`src/rtl/uart_sram_tx_interface_pkg.sv`:
```
// Shared types and constants for the UART/SRAM transmit and receive paths.
// UART_TX_PARITY_EN widens the serial frame by one even-parity bit.
package uart_sram_tx_interface_pkg;

  typedef enum logic [2:0] {
    S_TX_IDLE,
    S_TX_READ,
    S_TX_SEND_HI,
    S_TX_SEND_LO,
    S_TX_DONE
  } tx_state_type;

  localparam int UART_BAUD_DIV     = 434;
  localparam int SRAM_READ_LATENCY = 3;
  localparam int SRAM_ADDR_W       = 18;

`ifdef UART_TX_PARITY_EN
  localparam int UART_FRAME_BITS = 11;
`else
  localparam int UART_FRAME_BITS = 10;
`endif

  function automatic logic even_parity(input logic [7:0] data);
    return ^data;
  endfunction

endpackage

```
`src/rtl/uart_sram_tx_interface_uart_tx_byte.sv`:
```
// Single-byte serializer: start bit, d0..d7, optional even parity
// (UART_TX_PARITY_EN), stop bit; each bit held BAUD_DIV cycles.
module uart_tx_byte
  import uart_sram_tx_interface_pkg::*;
#(
  parameter int BAUD_DIV = UART_BAUD_DIV
) (
  input  logic       Clock,
  input  logic       Resetn,
  input  logic       Load,
  input  logic [7:0] Data,
  output logic       TX,
  output logic       Tx_done
);

  localparam int BAUD_W = (BAUD_DIV > 1) ? $clog2(BAUD_DIV) : 1;
  localparam int NB     = UART_FRAME_BITS;

  logic [BAUD_W-1:0] r_baud_cnt;
  logic [3:0]        r_bit_cnt;
  logic [NB-2:0]     r_shift;
  logic              r_tx;
  logic              r_active;
  logic [NB-1:0]     w_frame;
  logic              w_last;

`ifdef UART_TX_PARITY_EN
  assign w_frame = {1'b1, even_parity(Data), Data, 1'b0};
`else
  assign w_frame = {1'b1, Data, 1'b0};
`endif

  // Last cycle of the stop bit; a Load here chains the next frame with no gap.
  assign w_last  = r_active && (r_baud_cnt == '0) && (r_bit_cnt == 4'(NB - 1));
  assign Tx_done = w_last;
  assign TX      = r_tx;

  always_ff @(posedge Clock or negedge Resetn) begin
    if (!Resetn) begin
      r_baud_cnt <= '0;
      r_bit_cnt  <= '0;
      r_shift    <= '1;
      r_tx       <= 1'b1;
      r_active   <= 1'b0;
    end else if (Load && (!r_active || w_last)) begin
      r_tx       <= w_frame[0];
      r_shift    <= w_frame[NB-1:1];
      r_bit_cnt  <= '0;
      r_baud_cnt <= BAUD_W'(BAUD_DIV - 1);
      r_active   <= 1'b1;
    end else if (r_active) begin
      if (r_baud_cnt != '0) begin
        r_baud_cnt <= r_baud_cnt - 1'b1;
      end else if (w_last) begin
        r_active <= 1'b0;
        r_tx     <= 1'b1;
      end else begin
        r_baud_cnt <= BAUD_W'(BAUD_DIV - 1);
        r_bit_cnt  <= r_bit_cnt + 1'b1;
        r_tx       <= r_shift[0];
        r_shift    <= {1'b1, r_shift[NB-2:1]};
      end
    end
  end

endmodule

```
`src/rtl/uart_sram_tx_interface.sv`:
```
// Reads Word_count SRAM words from Base_address and sends each as two UART
// bytes, high byte first. Frame format set by UART_TX_PARITY_EN in the package.
module uart_sram_tx_interface
  import uart_sram_tx_interface_pkg::*;
#(
  parameter int BAUD_DIV    = UART_BAUD_DIV,
  parameter int SRAM_RD_LAT = SRAM_READ_LATENCY
) (
  input  logic        Clock,
  input  logic        Resetn,
  input  logic        Start,
  input  logic [17:0] Base_address,
  input  logic [17:0] Word_count,
  output logic [17:0] SRAM_address,
  output logic        SRAM_we_n,
  input  logic [15:0] SRAM_read_data,
  output logic        UART_TX_O,
  output logic        Busy,
  output logic        Done
);

  localparam int RD_CNT_W = (SRAM_RD_LAT > 0) ? $clog2(SRAM_RD_LAT + 1) : 1;

  tx_state_type          r_state, w_state_next;
  logic [17:0]           r_addr, w_addr_next;
  logic [17:0]           r_remaining, w_remaining_next;
  logic [7:0]            r_word_lo, w_word_lo_next;
  logic [RD_CNT_W-1:0]   r_rd_cnt, w_rd_cnt_next;
  logic                  r_busy, w_busy_next;
  logic                  r_done, w_done_next;
  logic                  w_load;
  logic [7:0]            w_load_data;
  logic                  w_tx_done;

  always_ff @(posedge Clock or negedge Resetn) begin
    if (!Resetn) begin
      r_state     <= S_TX_IDLE;
      r_addr      <= '0;
      r_remaining <= '0;
      r_word_lo   <= '0;
      r_rd_cnt    <= '0;
      r_busy      <= 1'b0;
      r_done      <= 1'b0;
    end else begin
      r_state     <= w_state_next;
      r_addr      <= w_addr_next;
      r_remaining <= w_remaining_next;
      r_word_lo   <= w_word_lo_next;
      r_rd_cnt    <= w_rd_cnt_next;
      r_busy      <= w_busy_next;
      r_done      <= w_done_next;
    end
  end

  always_comb begin
    w_state_next     = r_state;
    w_addr_next      = r_addr;
    w_remaining_next = r_remaining;
    w_word_lo_next   = r_word_lo;
    w_rd_cnt_next    = r_rd_cnt;
    w_busy_next      = r_busy;
    w_done_next      = 1'b0;
    w_load           = 1'b0;
    w_load_data      = r_word_lo;

    case (r_state)
      S_TX_IDLE: begin
        if (Start) begin
          w_busy_next      = 1'b1;
          w_remaining_next = Word_count;
          if (Word_count == '0) begin
            w_state_next = S_TX_DONE;
          end else begin
            w_addr_next   = Base_address;
            w_rd_cnt_next = '0;
            w_state_next  = S_TX_READ;
          end
        end
      end
      S_TX_READ: begin
        // High byte goes straight to the serializer; only the low byte needs holding.
        if (r_rd_cnt == RD_CNT_W'(SRAM_RD_LAT)) begin
          w_word_lo_next = SRAM_read_data[7:0];
          w_load         = 1'b1;
          w_load_data    = SRAM_read_data[15:8];
          w_state_next   = S_TX_SEND_HI;
        end else begin
          w_rd_cnt_next = r_rd_cnt + 1'b1;
        end
      end
      S_TX_SEND_HI: begin
        if (w_tx_done) begin
          w_load       = 1'b1;
          w_load_data  = r_word_lo;
          w_state_next = S_TX_SEND_LO;
        end
      end
      S_TX_SEND_LO: begin
        if (w_tx_done) begin
          w_remaining_next = r_remaining - 1'b1;
          if (r_remaining == 18'd1) begin
            w_state_next = S_TX_DONE;
          end else begin
            w_addr_next   = r_addr + 1'b1;
            w_rd_cnt_next = '0;
            w_state_next  = S_TX_READ;
          end
        end
      end
      S_TX_DONE: begin
        w_busy_next  = 1'b0;
        w_done_next  = 1'b1;
        w_state_next = S_TX_IDLE;
      end
      default: begin
        w_state_next = S_TX_IDLE;
      end
    endcase
  end

  uart_tx_byte #(
    .BAUD_DIV (BAUD_DIV)
  ) u_tx_byte (
    .Clock   (Clock),
    .Resetn  (Resetn),
    .Load    (w_load),
    .Data    (w_load_data),
    .TX      (UART_TX_O),
    .Tx_done (w_tx_done)
  );

  assign SRAM_address = r_addr;
  assign SRAM_we_n    = 1'b1;
  assign Busy         = r_busy;
  assign Done         = r_done;

endmodule

```
`config.mk`:
```
export PLATFORM = sky130hd
export DESIGN_NAME = uart_sram_tx_interface
export DESIGN_NICKNAME = d
export VERILOG_FILES = /design/src/rtl/uart_sram_tx_interface_pkg.sv /design/src/rtl/uart_sram_tx_interface_uart_tx_byte.sv /design/src/rtl/uart_sram_tx_interface.sv
export SDC_FILE = /design/constraint.sdc
export NUM_CORES = 1
export LEC_CHECK = 0
export CAP_MARGIN = 40
export CORE_AREA = 4 4 126 128
export DETAILED_ROUTE_END_ITERATION = 8
export DIE_AREA = 0 0 130 132
export HOLD_SLACK_MARGIN = 0.1
export PLACE_DENSITY = 0.59
export SLEW_MARGIN = 20
export SYNTH_ARGS = -nofsm -noshare
export SYNTH_HDL_FRONTEND = slang
export SYNTH_SLANG_ARGS = --single-unit
```
`constraint.sdc`:
```
create_clock -name Clock -period 6.7 [get_ports Clock]
set_input_delay 1.34 -clock Clock [delete_from_list [all_inputs] [get_ports Clock]]
set_output_delay 1.34 -clock Clock [all_outputs]
set_load 0.1 [all_outputs]
```
==> metrics.csv <==
stage;metric;value;unit
floorplan;Core Region;14900;um^2
power_and_ir_drop;leakage power;2.36;nW
routing;Pre-antenna DRT Iters;5;
routing;WL final;12100;um
routing;via count;4202;
worst_setup_path;Slowest cell on crit path;nor4_1;
power_and_ir_drop;clock group share of total power;0.163;
timing;crit path time final;3130;ps
timing;final hold vios;0;
global_routing;GRT Residual Overflow;0;
worst_setup_path;delay-heaviest family, CP;simple AND/OR/NAND/NOR gates;
clocking;CTS root buf;clkbuf_16;
worst_setup_path;R2R depth;7;
floorplan;DIE AREA;17200;um^2
synth;syn nets;573;
clocking;post-CTS sizing;0;
hold_path;hold path depth;2;
clocking;CTS Buf Count;9;
worst_setup_path;crit path kind;in2reg;
synth;Mapped Avg Cell Area;8.57;um^2
clocking;CTS tree;done;
synth;synthesized flop and latch total;74;
synth;Syn Inst Count;510;
power_and_ir_drop;Peak supply drop;0.194;mV
routing;wire length per cell;15.3;um
finish;FILL cells;1456;
power_and_ir_drop;Pint;0.00158;W
routing;Post-DRT Antenna Nets;0;
power_and_ir_drop;switching part of the total;0.476;
timing;RSZ-0062 raised after global routing;false;
synth;Unique masters post-synth;59;
timing;Slew @ Worst Pin;834;ps
timing;setup TNS;0;ps
global_routing;number of global-route vias before repair;4122;
clocking;CTS Hold Bufs;0;
finish;layout cells sized above 1;0.114;
timing;Slew Viols, Final;0;
synth;area of the mapped netlist;4370;um^2
timing;final setup vio count;0;
run_status;outcome;finished clean;
timing;fmax;319;MHz
floorplan;num ports;77;
clocking;Post-CTS Setup Bufs;0;
synth;warnings from Yosys;0;
worst_setup_path;arrival time worst endpoint;3410;ps
finish;synthesis-to-layout area growth;37.4;%
routing;Via density;5.31;
synth;top_reg_cell synth;dfrtp_1;
worst_setup_path;crit path cell chain;clkdlybuf4s50_1 -> nor4_1 -> nand3_1 -> o21ai_1 -> buf_4 -> nand2_1 -> o2bb2a_1;
place;Detailed Place HPWL;8630;um
finish;net count reported at finish;662;
synth;Seq/Total Area, Yosys;0.426;
worst_setup_path;startpoint types;input port;
synth;Post-synth EDFFs;0;
flow_run;MaxCap Viol Count;0;
routing;DRC Markers;0;
worst_setup_path;Crit Path Max Fanout;21;
timing;Slew HR;0.439;
floorplan;Die W;130;um
floorplan;die height;132;um
global_routing;first-pass GRT wire length;20100;um
worst_setup_path;WP depth;7;
global_routing;largest net degree at the start of global routing;50;
global_routing;Tot GR Track Use;0.142;
global_routing;antenna violations before repair;1;
worst_setup_path;Worst Path Required;6970;ps
finish;final core occ;0.404;
place;port buffer count;75;
timing;Final period util;0.467;
hold_path;class of the worst hold path;reg2reg;
floorplan;Initial Util;0.294;
power_and_ir_drop;logic gate share of total power;0.549;
worst_setup_path;Crit path buffers/inverters;2;
finish;Multi-input gate area;2320;um^2
floorplan;Rows;45;
finish;antenna fix cells;0;
timing;Final Skew;8.97;ps
place;RePlAce Congestion;0.805;
worst_setup_path;CP endpoint kind;flip-flop;
power_and_ir_drop;Flop pwr share;0.287;
finish;Register Area;1860;um^2
clocking;H-tree depth;3;
power_and_ir_drop;power per cell area;502;nW/um^2
power_and_ir_drop;NetSw;0.00143;W
synth;Async SR Flop Fraction;1.00;
routing;initial detailed-routing violation count;336;
clocking;clk buf depth;2;
clocking;Clock Latency Late Sink;340;ps
clocking;Reg clk slew, reported paths;60;ps
worst_setup_path;max incr delay on CP;450;ps
clocking;clock sinks;74;
[final cells by class]
type                            count  share of cell area
Multi-Input combinational cell    389               0.386
Sequential cell                    74               0.310
Timing Repair Buffer              108               0.204
Clock buffer                       12              0.0411
Tap cell                          188              0.0392
Inverter                           17              0.0106
Clock inverter                      4             0.00854
[per-layer routing]
metal	GRT usage	wire length, um	vias up
li1	-	-	2068
met4	0.0525	221	2
met3	0.0284	760	20
met2	0.230	5740	135
met1	0.187	5340	1977
met5	0	11	-
[worst paths after layout]
kind / from / slack [ps] / to
worst max-delay path: Word_count[11] / 3570 / SRAM_address[4]
worst min-delay path: r_word_lo[1] / 460 / r_word_lo[1]
worst max register to register: u_tx_byte.r_baud_cnt[0] / 3950 / u_tx_byte.r_bit_cnt[3]
worst min register to register: r_word_lo[1] / 460 / r_word_lo[1]
max in group asynchronous: Resetn / 4970 / u_tx_byte.r_shift[2]
min in group asynchronous: Resetn / 1090 / r_word_lo[5]
[cells in the mapped netlist (3+ instances only)]
master	count	area, um^2
o21ai_0	41	205
nor4_1	14	87.6
dfstp_2	9	236
a31oi_1	11	68.8
a211oi_1	3	22.5
a2bb2oi_1	6	52.6
nand2_1	68	255
o2bb2ai_1	5	43.8
clkbuf_1	24	90.1
inv_1	17	63.8
mux2i_1	14	140
nor3_1	18	90.1
a21oi_1	55	275
nand2b_1	4	25.0
nor2_1	31	116
and2_1	7	43.8
ha_1	8	100
dfrtp_1	65	1630
o22a_1	9	78.8
nor3b_1	3	22.5
nand3_1	20	100
a22oi_1	6	45.0
or3_1	9	56.3
nand4_1	8	50.1
buf_2	3	15.0
o2bb2a_1	3	30.0
o22ai_1	9	56.3
[through the flow]
stage                     setup slack, ps  hold slack [ps]  instances  instance area, um^2  power, W
after floorplan                      3930              433        510                 4370   0.00192
after global placement               3280              443        748                 5270   0.00225
after detailed placement             3250              450        776                 5710   0.00252
after CTS                            3600              464        792                 6000   0.00303
after global routing                 3470              486        792                 6000   0.00321
final                                3570              459        792                 6000   0.00301
[kinds of logic after synthesis]
kind of cell,count (synthesis),synth area share
other cells,1,0.000858
fa+ha+maj,8,0.0229
flops,74,0.426
buf+inv,47,0.0447
mux,14,0.0321
simple gates,201,0.234
compound gates,165,0.239
[worst reg2reg max path: stages, from the launching register on]
cell and delay, ps:
dfrtp_1 450, inv_1 110, ha_1 180, nor4b_1 620, a21boi_1 290, a21o_1 460
or3_1 440, a21oi_1 140
[placed cells by master, fill, tap and decap left out, types with 9 or more instances in the layout]
cell type,count
a31oi_1,11
buf_8,17
o22a_1,9
mux2i_1,14
or3_1,9
dfrtp_1,65
dfstp_2,9
o22ai_1,9
o21ai_0,40
nor2_1,31
nand2_1,68
inv_1,17
a21oi_1,55
nor4_1,14
clkdlybuf4s50_1,74
clkbuf_16,9
nor3_1,18
nand3_1,20
[state kept, by name (all words and copies together), names as in the netlist, 2 cells and up]
name / cells
SRAM_address: 18
r_remaining: 18
u_tx_byte.r_baud_cnt: 9
r_word_lo: 8
u_tx_byte.r_shift: 8
u_tx_byte.r_bit_cnt: 4
r_state: 3
r_rd_cnt: 2
[power groups by stage]
stage	Combinational (W)	Sequential, W	Clock (W)
2_1_floorplan	0.000705	0.00122	0
3_3_place_gp	0.00139	0.000854	0
3_5_place_dp	0.00166	0.000866	0
4_1_cts	0.00166	0.000860	0.000507
5_1_grt	0.00179	0.000897	0.000526
6_report	0.00165	0.000865	0.000492
No activity file was read; power rests on OpenSTA's default activity.
